==> config.mk <==
export PLATFORM = sky130hd
export DESIGN_NAME = nibble_serial_adder
export DESIGN_NICKNAME = d
export VERILOG_FILES = /design/src/rtl/nibble_serial_adder.sv
export SDC_FILE = /design/constraint.sdc
export NUM_CORES = 1
export LEC_CHECK = 0
export ABC_AREA = 0
export BUFFER_PORTS_ARGS = -buffer_cell sky130_fd_sc_hd__buf_2
export CORE_ASPECT_RATIO = 0.75
export CORE_MARGIN = 8
export CORE_UTILIZATION = 58
export CTS_BUF_LIST = sky130_fd_sc_hd__clkbuf_8 sky130_fd_sc_hd__clkbuf_16
export DETAILED_ROUTE_END_ITERATION = 6
export HOLD_SLACK_MARGIN = 0.02
export PLACE_DENSITY_LB_ADDON = 0.1
export RECOVER_POWER = 25
export SYNTH_ARGS = -nofsm -noshare
export SYNTH_HDL_FRONTEND = slang
export SYNTH_SLANG_ARGS = --single-unit
==> constraint.sdc <==
create_clock -name clk -period 5.5 [get_ports clk]
set_clock_uncertainty 0.15 [all_clocks]
set_input_delay 0.275 -clock clk [delete_from_list [all_inputs] [get_ports clk]]
set_output_delay 0.275 -clock clk [all_outputs]
set_load 0.005 [all_outputs]
==> src/rtl/nibble_serial_adder.sv <==
// Nibble-serial wide adder/subtractor: operands are captured through a valid/ready
// handshake and summed one 4-bit slice per clock through a single ripple-carry stage.

module nibble_adder4 (
    input  logic [3:0] i_a,
    input  logic [3:0] i_b,
    input  logic       i_cin,
    output logic [3:0] o_sum,
    output logic       o_c3,
    output logic       o_cout
);
    logic [4:0] w_c;

    assign w_c[0] = i_cin;

    for (genvar g = 0; g < 4; g++) begin : g_bit
        assign o_sum[g]  = i_a[g] ^ i_b[g] ^ w_c[g];
        assign w_c[g+1]  = (i_a[g] & i_b[g]) | (i_a[g] & w_c[g]) | (i_b[g] & w_c[g]);
    end

    // Carry into bit 3 is exported so the MSB slice can report signed overflow.
    assign o_c3   = w_c[3];
    assign o_cout = w_c[4];
endmodule

module nibble_serial_adder #(
    parameter int NIBBLES = 4,
    localparam int W  = 4 * NIBBLES,
    localparam int IW = (NIBBLES > 1) ? $clog2(NIBBLES) : 1
) (
    input  logic         clk,
    input  logic         rst,
    input  logic         in_valid,
    output logic         in_ready,
    input  logic [W-1:0] a,
    input  logic [W-1:0] b,
    input  logic         cin,
    input  logic         sub,
    output logic         out_valid,
    input  logic         out_ready,
    output logic [W-1:0] sum,
    output logic         cout,
    output logic         ovf
);
    typedef enum logic [1:0] {
        S_IDLE = 2'd0,
        S_ADD  = 2'd1,
        S_DONE = 2'd2
    } state_t;

    state_t        r_state;
    state_t        w_next;
    logic [W-1:0]  r_a;
    logic [W-1:0]  r_b;
    logic [W-1:0]  r_sum;
    logic [IW-1:0] r_idx;
    logic          r_carry;
    logic          r_cout;
    logic          r_ovf;
    logic          r_in_ready;
    logic          r_out_valid;

    logic [3:0]    w_a_nib;
    logic [3:0]    w_b_nib;
    logic [3:0]    w_nsum;
    logic          w_nc3;
    logic          w_ncout;
    logic          w_accept;
    logic          w_last;

    assign w_accept = (r_state == S_IDLE) && r_in_ready && in_valid;
    assign w_last   = (r_idx == IW'(NIBBLES - 1));

    // Select the operand slices addressed by the current index.
    always_comb begin
        w_a_nib = 4'd0;
        w_b_nib = 4'd0;
        for (int i = 0; i < NIBBLES; i++) begin
            if (r_idx == IW'(i)) begin
                w_a_nib = r_a[4*i +: 4];
                w_b_nib = r_b[4*i +: 4];
            end else begin
                w_a_nib = w_a_nib;
                w_b_nib = w_b_nib;
            end
        end
    end

    nibble_adder4 u_add (
        .i_a    (w_a_nib),
        .i_b    (w_b_nib),
        .i_cin  (r_carry),
        .o_sum  (w_nsum),
        .o_c3   (w_nc3),
        .o_cout (w_ncout)
    );

    // Next-state decode.
    always_comb begin
        w_next = r_state;
        case (r_state)
            S_IDLE:  if (w_accept)  w_next = S_ADD;  else w_next = S_IDLE;
            S_ADD:   if (w_last)    w_next = S_DONE; else w_next = S_ADD;
            S_DONE:  if (out_ready) w_next = S_IDLE; else w_next = S_DONE;
            default: w_next = S_IDLE;
        endcase
    end

    // State register; handshake flags are registered from the next state so
    // in_ready stays low through reset and rises on the first edge after release.
    always_ff @(posedge clk or posedge rst) begin
        if (rst) begin
            r_state     <= S_IDLE;
            r_in_ready  <= 1'b0;
            r_out_valid <= 1'b0;
        end else begin
            r_state     <= w_next;
            r_in_ready  <= (w_next == S_IDLE);
            r_out_valid <= (w_next == S_DONE);
        end
    end

    // Operand capture and slice-by-slice accumulation.
    always_ff @(posedge clk or posedge rst) begin
        if (rst) begin
            r_a     <= '0;
            r_b     <= '0;
            r_sum   <= '0;
            r_idx   <= '0;
            r_carry <= 1'b0;
            r_cout  <= 1'b0;
            r_ovf   <= 1'b0;
        end else begin
            case (r_state)
                S_IDLE: begin
                    if (w_accept) begin
                        r_a     <= a;
                        r_b     <= sub ? ~b : b;
                        r_carry <= sub ? 1'b1 : cin;
                        r_idx   <= '0;
                    end
                end
                S_ADD: begin
                    for (int i = 0; i < NIBBLES; i++) begin
                        if (r_idx == IW'(i)) begin
                            r_sum[4*i +: 4] <= w_nsum;
                        end
                    end
                    r_carry <= w_ncout;
                    if (w_last) begin
                        r_cout <= w_ncout;
                        r_ovf  <= w_nc3 ^ w_ncout;
                    end else begin
                        r_idx  <= r_idx + IW'(1);
                    end
                end
                default: begin
                    r_idx <= r_idx;
                end
            endcase
        end
    end

    assign in_ready  = r_in_ready;
    assign out_valid = r_out_valid;
    assign sum       = r_sum;
    assign cout      = r_cout;
    assign ovf       = r_ovf;
endmodule

==> insert_results.sql <==
INSERT INTO impl_metrics (metric_group, metric, value, unit) VALUES
('critical_path', 'timing.critical_path.required', '5.57', 'ns'),
('synthesis', 'asyncSetResetFlopFracSynth', '100.0', '%'),
('critical_path', 'r2r.worst_path.cells', '12', ''),
('placed_design', 'dp_hpwl', '4091', 'um'),
('global_route', 'grt_overflow', '0', ''),
('routing', 'met1_layer_wirelength_in_the_final_routing', '2614', 'um'),
('routing', 'drt_drc_violations_left', '0', ''),
('placed_design', 'port-buffer-count', '57', ''),
('clock_network', 'h_tree_depth', '3', ''),
('sta', 'fin_crit_sh', '66.53', '%'),
('placed_design', 'finalWeightedCongestion', '0.8111', ''),
('synthesis', 'avgSynthCellArea', '11.46', 'sq um'),
('routing', 'detail_route.wl_per_cell', '15.27', 'um'),
('flow_run', 'maxCapViolations', '1', ''),
('sta', 'hold_viol_final', '0', ''),
('clock_network', 'numCtsBuffers', '9', ''),
('clock_network', 'tritoncts_clock_tree', 'yes', ''),
('placed_design', 'preCtsSetupSlack', '1.881', 'ns'),
('clock_network', 'root_cell_of_the_clock_tree', 'clkbuf_8', ''),
('synthesis', 'cell_accounting_for_the_most_synthesized_area', 'dfrtp_1', ''),
('global_route', 'grt_antenna_before_repair', '0', ''),
('floorplan', 'floorplan.die_area', '7224', 'sq um'),
('critical_path', 'worstSetupStartpoint', 'r_idx[1]$_DFFE_PP0P_', ''),
('routing', 'number_of_iterations_in_the_first_detailed_routing_pass', '4', ''),
('synthesis', 'syn_nets', '286', ''),
('sta', 'finalWorstPathRequiredPeriod', '3.659', 'ns'),
('global_route', 'number_of_global_route_vias_before_repair', '1957', ''),
('synthesis', 'ys_ff_latch', '57', ''),
('sta', 'rsz0062_at_grt', 'no', ''),
('floorplan', 'initial_core_util', '60.85', '%'),
('final_layout', 'finish.cell_count_without_fillers', '362', ''),
('critical_path', 'ff2ff_setup_slack', '1.84', 'ns'),
('critical_path', 'critical_path.startpoint_type', 'flop', ''),
('power_and_ir_drop', 'power_density', '643.9', 'nW/um^2'),
('clock_network', 'postCtsResizedCells', '0', ''),
('critical_path', 'timing.critical_path.cells', 'inv_1 -> ha_1 -> nor2b_1 -> a221o_1 -> a22oi_1 -> fa_1 -> inv_1 -> fa_1 -> fa_1 -> inv_1 -> fa_1 -> o21ai_0', ''),
('routing', 'num_vias', '1911', ''),
('min_path', 'hold_path_startpoint', 'a[12]', ''),
('min_path', 'worst_hold_path_cells', '2', ''),
('synthesis', 'netlist_top_cells_count', 'dfrtp_1 (57), nand2_1 (23), a21oi_1 (22), o21ai_0 (17), nor2_1 (16)', ''),
('floorplan', 'die-width', '95.51', 'um'),
('floorplan', 'placement_rows', '21', ''),
('sta', 'hold_slack_final', '0.03785', 'ns'),
('critical_path', 'timing.critical_path.mode_cell', 'fa_1', ''),
('critical_path', 'worst_r2r_startpoint', 'r_idx[1]$_DFFE_PP0P_', ''),
('synthesis', 'ys_dominant_reg_cell', 'dfrtp_1', ''),
('synthesis', 'number_of_instances_in_the_synthesized_netlist', '240', ''),
('critical_path', 'cp_data_arrival_time', '3.73', 'ns'),
('critical_path', 'worst-setup-path-type', 'reg2reg', ''),
('global_route', 'grt_util_all_layers', '16.72', '%'),
('synthesis', 'ys_types', '32', ''),
('clock_network', 'post_cts_setup_inserts', '0', ''),
('synthesis', 'yosys.cell_count.top_type', 'dfrtp_1', ''),
('final_layout', 'drive_gt1_share', '27.87', '%'),
('sta', 'finalSetupTns', '0', 'ns'),
('floorplan', 'chipHeight', '75.64', 'um'),
('sta', 'slew_violations', '58', ''),
('routing', 'detail_route.iter0.violations', '64', ''),
('synthesis', 'synth.yosys.seq_area_share', '51.87', '%'),
('sta', 'tightest_slew_margin_relative_to_the_limit', '-93.03', '%'),
('run_status', 'run_status', 'finished with violations', ''),
('clock_network', 'insertion_delay', '0.32', 'ns'),
('synthesis', 'yosys_warnings', '0', ''),
('power_and_ir_drop', 'p_leak', '0.001502', 'uW'),
('run_status', 'violations', 'max-capacitance violations, max-slew violations', ''),
('final_layout', 'num_antenna_cells', '0', ''),
('sta', 'worstMarginPinSlew', '2.895', 'ns'),
('critical_path', 'slowest_delay', '0.45', 'ns'),
('global_route', 'grt_pass1_wl', '9142', 'um'),
('min_path', 'worst_hold_path_class', 'in2reg', ''),
('clock_network', 'cts-hold-fix-buffers', '7', '');
-- how the worst max path moves through the flow --
stage,cells past startpoint,slack [ns],end
after floorplan,13,2.17,sum[11]$_DFFE_PP0P_
after global placement,12,2.04,sum[3]$_DFFE_PP0P_
after detailed placement,12,1.88,sum[15]$_DFFE_PP0P_
after CTS,12,1.83,sum[15]$_DFFE_PP0P_
after global routing,4,1.41,in_ready$_DFF_PP0_
final,12,1.84,sum[15]$_DFFE_PP0P_
-- metal layers --
layer,track usage (%),up-vias
li1,-,940
met1,21.95,898
met2,24.52,64
met3,6.594,9
met4,6.112,0
met5,0,-
-- where the power goes --
part	internal (uW)	switching, uW
Combinational	455	497
Sequential	628	136
Clock	228	147
-- area by class of cell --
cell class / instances / area (sq um)
clock buffer: 11 / 151.4
tap: 57 / 71.32
timing repair buffer: 66 / 355.3
inverter: 11 / 41.29
sequential: 57 / 1426
multi-input combinational: 156 / 1157
fill: 363 / 1272
clock inverter: 4 / 43.79
-- placed cells by master (no fill, tap or decap), types with 3 or more instances in the layout --
cell type / netlist / routed
nand2_1: 23 / 23
mux2_4: 10 / 10
a22oi_1: 4 / 4
o31ai_1: 4 / 4
o21ai_0: 17 / 17
buf_2: 6 / 48
clkbuf_8: 0 / 11
clkbuf_1: 2 / 10
inv_1: 11 / 12
nand3b_1: 4 / 4
fa_1: 4 / 4
a21oi_1: 22 / 22
xor2_1: 3 / 3
xnor2_1: 14 / 14
nor2b_1: 5 / 5
ha_1: 4 / 4
a221o_1: 3 / 3
a221oi_1: 4 / 4
dlygate4sd3_1: 0 / 7
mux2_2: 10 / 10
dfrtp_1: 57 / 57
nor2_1: 16 / 16
-- state kept, by name (all words and copies together), names as in the netlist --
name and cells:
cout 1, r_carry 1, r_idx 2, ovf 1, r_b 16, r_state 2
out_valid 1, r_a 16, in_ready 1, sum 16
-- stage by stage --
stage	area, sq um	util (%)
finish	3247	71.84
CTS	3262	72.18
detailed placement	2997	66.31
global placement	2997	66.31
floorplan	2750	-
global route	3247	71.84
-- logic make-up after synthesis --
group | Yosys count | synth area share (%)
buf+inv | 27 | 6.051
flops | 57 | 51.87
xor+xnor | 17 | 5.414
mux | 22 | 10.37
simple gates | 53 | 9.372
fa+ha+maj | 8 | 4.732
compound gates | 56 | 12.19
Power figures use the tool's default switching activity.
